==> config.mk <==
export PLATFORM = sky130hd
export DESIGN_NAME = mem_access_unit
export DESIGN_NICKNAME = d
export VERILOG_FILES = /design/src/rtl/mem_access_pkg.sv /design/src/rtl/mem_access_unit_load_data_extender.sv /design/src/rtl/mem_access_unit.sv
export SDC_FILE = /design/constraint.sdc
export NUM_CORES = 1
export LEC_CHECK = 0
export CAP_MARGIN = 10
export CORE_ASPECT_RATIO = 0.9
export CORE_MARGIN = 8
export CORE_UTILIZATION = 46
export CTS_BUF_LIST = sky130_fd_sc_hd__clkbuf_2 sky130_fd_sc_hd__clkbuf_4 sky130_fd_sc_hd__clkbuf_8
export CTS_CLUSTER_DIAMETER = 30
export DETAILED_ROUTE_END_ITERATION = 6
export PLACE_DENSITY = 0.86
export SLEW_MARGIN = 20
export SYNTH_ARGS = -nofsm -noshare
export SYNTH_HDL_FRONTEND = slang
export SYNTH_HIERARCHICAL = 1
export SYNTH_SLANG_ARGS = --single-unit
==> constraint.sdc <==
create_clock -name CLK -period 2.3 [get_ports CLK]
set_clock_uncertainty 0.2 [all_clocks]
set_input_delay 0.46 -clock CLK [delete_from_list [all_inputs] [get_ports CLK]]
set_output_delay 0.46 -clock CLK [all_outputs]
set_load 0.01 [all_outputs]
==> src/rtl/mem_access_pkg.sv <==
// Shared encodings for the MEM-stage data-memory access unit.
// Access codes, FSM states and the access-code decode helpers.
package mem_access_pkg;

  localparam logic [3:0] RW_NONE = 4'b0000;
  localparam logic [3:0] RW_SB   = 4'b0001;
  localparam logic [3:0] RW_SH   = 4'b0010;
  localparam logic [3:0] RW_SW   = 4'b0011;
  localparam logic [3:0] RW_LB   = 4'b1000;
  localparam logic [3:0] RW_LH   = 4'b1001;
  localparam logic [3:0] RW_LW   = 4'b1010;
  localparam logic [3:0] RW_LBU  = 4'b1100;
  localparam logic [3:0] RW_LHU  = 4'b1101;

  typedef enum logic [1:0] {
    ST_IDLE,
    ST_ACCESS,
    ST_DONE
  } state_t;

  typedef enum logic [1:0] {
    SZ_B,
    SZ_H,
    SZ_W
  } size_t;

  typedef struct packed {
    logic  valid;
    logic  load;
    logic  store;
    logic  sign;
    size_t size;
  } acc_dec_t;

  function automatic acc_dec_t decode_rw(input logic [3:0] rw);
    acc_dec_t d;
    d = '0;
    d.size = SZ_W;
    case (rw)
      RW_SB:  begin d.store = 1'b1; d.size = SZ_B; end
      RW_SH:  begin d.store = 1'b1; d.size = SZ_H; end
      RW_SW:  begin d.store = 1'b1; d.size = SZ_W; end
      RW_LB:  begin d.load = 1'b1; d.size = SZ_B; d.sign = 1'b1; end
      RW_LH:  begin d.load = 1'b1; d.size = SZ_H; d.sign = 1'b1; end
      RW_LW:  begin d.load = 1'b1; d.size = SZ_W; end
      RW_LBU: begin d.load = 1'b1; d.size = SZ_B; end
      RW_LHU: begin d.load = 1'b1; d.size = SZ_H; end
      default: ;
    endcase
    d.valid = d.load | d.store;
    return d;
  endfunction

  // Natural alignment of the low address bits for a given size.
  function automatic logic [1:0] align_lo(
    input logic [1:0] lo,
    input size_t      sz
  );
    case (sz)
      SZ_B:    return lo;
      SZ_H:    return {lo[1], 1'b0};
      default: return 2'b00;
    endcase
  endfunction

endpackage

==> src/rtl/mem_access_unit_load_data_extender.sv <==
// Byte/half lane select from a memory word plus sign or zero extension.
// Purely combinational; shared with any future cache read path.
module load_data_extender
  import mem_access_pkg::*;
(
  input  logic [31:0] rdata,
  input  logic [1:0]  addr_lo,
  input  size_t       size,
  input  logic        sign,
  output logic [31:0] data
);

  logic [7:0]  b;
  logic [15:0] h;

  always_comb begin
    b = rdata[{addr_lo, 3'b000} +: 8];
    h = addr_lo[1] ? rdata[31:16] : rdata[15:0];
    unique case (size)
      SZ_B:    data = {{24{sign & b[7]}}, b};
      SZ_H:    data = {{16{sign & h[15]}}, h};
      default: data = rdata;
    endcase
  end

endmodule

==> src/rtl/mem_access_unit.sv <==
// MEM-stage data-memory controller: request/busywait handshake and load align.
// MEM_MISALIGN_TRAP_EN: flag misaligned half/word accesses instead of aligning.
module mem_access_unit
  import mem_access_pkg::*;
(
  input  logic        CLK,
  input  logic        RESET,
  input  logic [31:0] IN_ALU_RESULT,
  input  logic [31:0] IN_DATA2,
  input  logic [3:0]  IN_READ_WRITE,
  output logic        BUSYWAIT,
  output logic [31:0] OUT_LOAD_DATA,
  output logic        OUT_MISALIGNED,
  output logic [31:0] MEM_ADDRESS,
  output logic [31:0] MEM_WRITEDATA,
  output logic [3:0]  MEM_BYTE_EN,
  output logic        MEM_READ,
  output logic        MEM_WRITE,
  input  logic [31:0] MEM_READDATA,
  input  logic        MEM_BUSYWAIT
);

  acc_dec_t    dec;
  logic [1:0]  addr_lo;
  logic        valid;
  logic [3:0]  be;
  logic [31:0] wdata;
  logic [31:0] ext;
  state_t      state_q;
  state_t      state_d;
  logic        ld_q;
  logic        sign_q;
  size_t       size_q;
  logic [1:0]  lo_q;

  assign dec     = decode_rw(IN_READ_WRITE);
  assign addr_lo = align_lo(IN_ALU_RESULT[1:0], dec.size);

`ifdef MEM_MISALIGN_TRAP_EN
  logic misaligned;
  assign misaligned     = dec.valid & (addr_lo != IN_ALU_RESULT[1:0]);
  assign valid          = dec.valid & ~misaligned;
  assign OUT_MISALIGNED = misaligned & RESET;
`else
  assign valid          = dec.valid;
  assign OUT_MISALIGNED = 1'b0;
`endif

  assign BUSYWAIT = RESET & valid & (state_q != ST_DONE);

  always_comb begin
    be    = 4'b0000;
    wdata = IN_DATA2;
    if (dec.store) begin
      unique case (dec.size)
        SZ_B: begin
          be    = 4'b0001 << addr_lo;
          wdata = {4{IN_DATA2[7:0]}};
        end
        SZ_H: begin
          be    = 4'b0011 << {addr_lo[1], 1'b0};
          wdata = {2{IN_DATA2[15:0]}};
        end
        default: be = 4'b1111;
      endcase
    end
  end

  always_comb begin
    state_d = state_q;
    unique case (state_q)
      ST_IDLE:   if (valid) state_d = ST_ACCESS;
      ST_ACCESS: if (!MEM_BUSYWAIT) state_d = ST_DONE;
      ST_DONE:   state_d = ST_IDLE;
      default:   state_d = ST_IDLE;
    endcase
  end

  load_data_extender u_ext (
    .rdata   (MEM_READDATA),
    .addr_lo (lo_q),
    .size    (size_q),
    .sign    (sign_q),
    .data    (ext)
  );

  always_ff @(posedge CLK or negedge RESET) begin
    if (!RESET) begin
      state_q       <= ST_IDLE;
      MEM_READ      <= 1'b0;
      MEM_WRITE     <= 1'b0;
      MEM_ADDRESS   <= '0;
      MEM_WRITEDATA <= '0;
      MEM_BYTE_EN   <= '0;
      OUT_LOAD_DATA <= '0;
      ld_q          <= 1'b0;
      sign_q        <= 1'b0;
      size_q        <= SZ_W;
      lo_q          <= 2'b00;
    end else begin
      state_q <= state_d;
      if (state_q == ST_IDLE && valid) begin
        MEM_READ      <= dec.load;
        MEM_WRITE     <= dec.store;
        MEM_ADDRESS   <= {IN_ALU_RESULT[31:2], 2'b00};
        MEM_WRITEDATA <= wdata;
        MEM_BYTE_EN   <= be;
        ld_q          <= dec.load;
        sign_q        <= dec.sign;
        size_q        <= dec.size;
        lo_q          <= addr_lo;
      end else if (state_q == ST_ACCESS && !MEM_BUSYWAIT) begin
        MEM_READ  <= 1'b0;
        MEM_WRITE <= 1'b0;
        if (ld_q) OUT_LOAD_DATA <= ext;
      end
    end
  end

endmodule

==> reports/metrics.csv <==
stage,metric,value,unit
run_status,outcome,"complete, but fails checks",
run_status,violations,negative hold slack,
logic_synthesis,synth-compound-area-share,13.5,%
clocking,numCtsBuffers,9,
finish,syn_to_final_growth,45.7,%
timing,fin_crit,2.21,ns
clocking,path_clk_slew,0.10,ns
critical_path,rrSetupSlack,0.25,ns
timing,period_share,95.9,%
drt,post-route-drc-count,0,
clocking,htreeDepth,3,
critical_path,worstSetupPathType,input pin to flip-flop,
critical_path,r2r-start,state_q[1],
logic_synthesis,ys_seq_area_share,49.1,%
finish,final_core_util,67.5,%
clocking,clock-sinks,108,
drt,vias,4764,
floorplan,initial_core_util,46.3,%
floorplan,num_rows,38,
logic_synthesis,yosysTopAreaCellShare,48.7,%
floorplan,dieArea,15700,um^2
drt,final_antenna_net_count,0,
critical_path,crit_start,IN_READ_WRITE[2],
logic_synthesis,synth_flop_cell,dfrtp_1,
grt,antenna_found_initial,0,
critical_path,start_kind,input pin,
placed_design,gp_congestion,0.930,
logic_synthesis,synth_area_leaders,"dfrtp_1 49%, mux2_4 10%, mux2_2 6.5%",
clocking,cts-root-buf,clkbuf_8,
clocking,cts_tree,built,
critical_path,cp_max_fo,40,
logic_synthesis,synth_top_family_by_area,multiplexers,
drt,dr.pass1.iters,5,
floorplan,io_pins,207,
logic_synthesis,synth.area.mux_share,18.9,%
timing,setup_viol,0,
grt,gr-total-overflow,0,
logic_synthesis,synth.largest_area_cell,dfrtp_1,
logic_synthesis,synthCells,501,
timing,tightest_slew,0.645,ns
finish,drive_gt1_share,20.1,%
drt,vias_per_cell,5.41,
timing,hold_ws,-0.0216,ns
logic_synthesis,synth_xor_area_share,0,%
worst_hold_path,hold_path.class,input pin to async pin,
timing,timing.fmax,453,MHz
grt,grt_pass1_wl,27300,um
logic_synthesis,ys_types,52,
logic_synthesis,synth_seq_cells,108,
logic_synthesis,postSynth.asyncResetShare,100,%
grt,grt_max_degree,109,
critical_path,required,2.36,ns
grt,grt_pass1_vias,5253,
logic_synthesis,synth_fa_ha_area_share,0,%
job,max_cap_viol_count,0,
critical_path,arrival,2.27,ns
logic_synthesis,synth_edf_count,0,
logic_synthesis,yosys.area_share.simple,13.3,%
finish,antenna_cells,0,
grt,grt_usage,21.6,%
placed_design,place_area,7820,um^2
drt,routedWlPerCell,19.2,um
pwr,ir_worst_vdd,733,uV
floorplan,coreArea,11900,um^2
pwr,p_per_area,1180,nW/um^2
clocking,cts_setup_buffers,0,
clocking,cts.path.max_buffers,2,
critical_path,reg2reg_depth,6,
floorplan,die_h,120,um
logic_synthesis,synth_area_per_cell,11.0,um^2
timing,hold_violations,4,
placed_design,numPortBuffers,203,
pwr,p_leak,3.64,nW
floorplan,die_x,131,um
timing,max_slew_margin,56.9,%
finish,layout.nets,818,
critical_path,endpoint_kind,flip-flop,
logic_synthesis,synth_area,5500,um^2
timing,rsz0062_at_grt,no,
clocking,clock_latency,0.37,ns
drt,drt_wl_total,16900,um
logic_synthesis,ys_warn_count,6,
timing,slew_violations,0,
drt,drt_iter0_drc,231,
finish,final_area,8020,um^2
placed_design,hpwlAfterDp,13000,um
==> critical path: stages <==
cell and delay (ns):
clkdlybuf4s50_1 0.44, o21bai_1 0.18, buf_4 0.14, a221o_4 0.44
buf_12 0.20, buf_4 0.21, nand2_1 0.09, o21ai_1 0.08
==> per-layer routing <==
metal	track usage, %	wire (um)	vias up
met4	7.38	444	0
met2	36.5	8000	260
li1	-	-	2169
met5	0	0	-
met3	10.8	1960	37
met1	23.2	6460	2298
==> cells in the final DEF (no fill, tap or decap), types with 8 or more instances in the layout <==
cell and instances:
clkdlybuf4s50_1 201, dfrtp_1 107, nand2_1 96, mux2_4 38
a21oi_1 33, buf_4 33, mux2_2 32, o21ai_1 28
nand3b_1 17, o21ai_0 12, nor2_1 10, mux2i_1 10
clkbuf_8 10, a221o_2 8
==> flip-flops by register name, summed over array words and instances, names as in the netlist, 2 cells and up <==
| register | flops |
|---|---|
| MEM_ADDRESS | 30 |
| MEM_BYTE_EN | 4 |
| MEM_WRITEDATA | 32 |
| OUT_LOAD_DATA | 32 |
| lo_q | 2 |
| size_q | 2 |
| state_q | 2 |
==> where the power goes <==
group | internal (W) | switching [W] | leakage (nW)
clock network | 0.000548 | 0.000637 | 0.0994
registers | 0.00281 | 0.000589 | 1.33
logic | 0.00287 | 0.00200 | 2.22
total | 0.00623 | 0.00323 | 3.64
==> stage by stage <==
| stage | setup TNS (ns) | setup WS (ns) | std cells | total power [W] |
|---|---|---|---|---|
| final | 0 | 0.0936 | 880 | 0.00946 |
| after global routing | 0 | 0.0649 | 880 | 0.0100 |
| after CTS | 0 | 0.0145 | 880 | 0.00955 |
| after detailed placement | -14.57 | -0.289 | 864 | 0.00831 |
| after global placement | -12.40 | -0.244 | 864 | 0.00812 |
| after floorplan | 0 | 0.326 | 503 | 0.00570 |
==> cell usage after synthesis (3+ instances only) <==
master / n
o21ai_0: 12
dfrtp_1: 107
mux2_2: 32
nand2b_1: 7
a21o_1: 6
buf_2: 9
nor2_1: 10
inv_1: 6
nand3b_1: 17
mux2_4: 38
buf_6: 8
nand2_1: 96
nor2b_1: 7
a21oi_1: 33
a2bb2oi_1: 3
a221o_2: 8
clkbuf_1: 10
a22oi_1: 4
o21ai_1: 28
buf_4: 10
mux2i_1: 10
nand3_1: 3
o22a_1: 3
==> logic make-up after synthesis <==
kind of cell | Yosys count
mux | 81
flops | 108
other cells | 1
compound gates | 114
buf+inv | 44
simple gates | 153
==> worst paths after layout <==
path                                     end
setup / recovery           MEM_WRITEDATA[22]
hold / removal             OUT_LOAD_DATA[23]
setup reg to reg           MEM_WRITEDATA[22]
hold reg to reg               MEM_BYTE_EN[1]
max in group asynchronous   OUT_LOAD_DATA[5]
min in group CLK              MEM_BYTE_EN[1]
==> timing repair <==
item,in CTS,in global routing
resized for setup,2,1
endpoints found under the setup margin,1,1
hold buffers,0,0
endpoints found under the hold margin,0,0
==> layout make-up <==
type | instances | area (um^2)
clock buffer | 11 | 145
clock inverter | 5 | 58.8
fill | 858 | 3870
inverter | 6 | 22.5
multi-input combinational | 351 | 2540
sequential | 108 | 2700
tap | 160 | 200
timing repair buffer | 239 | 2340
(Power assumes the default switching activity.)
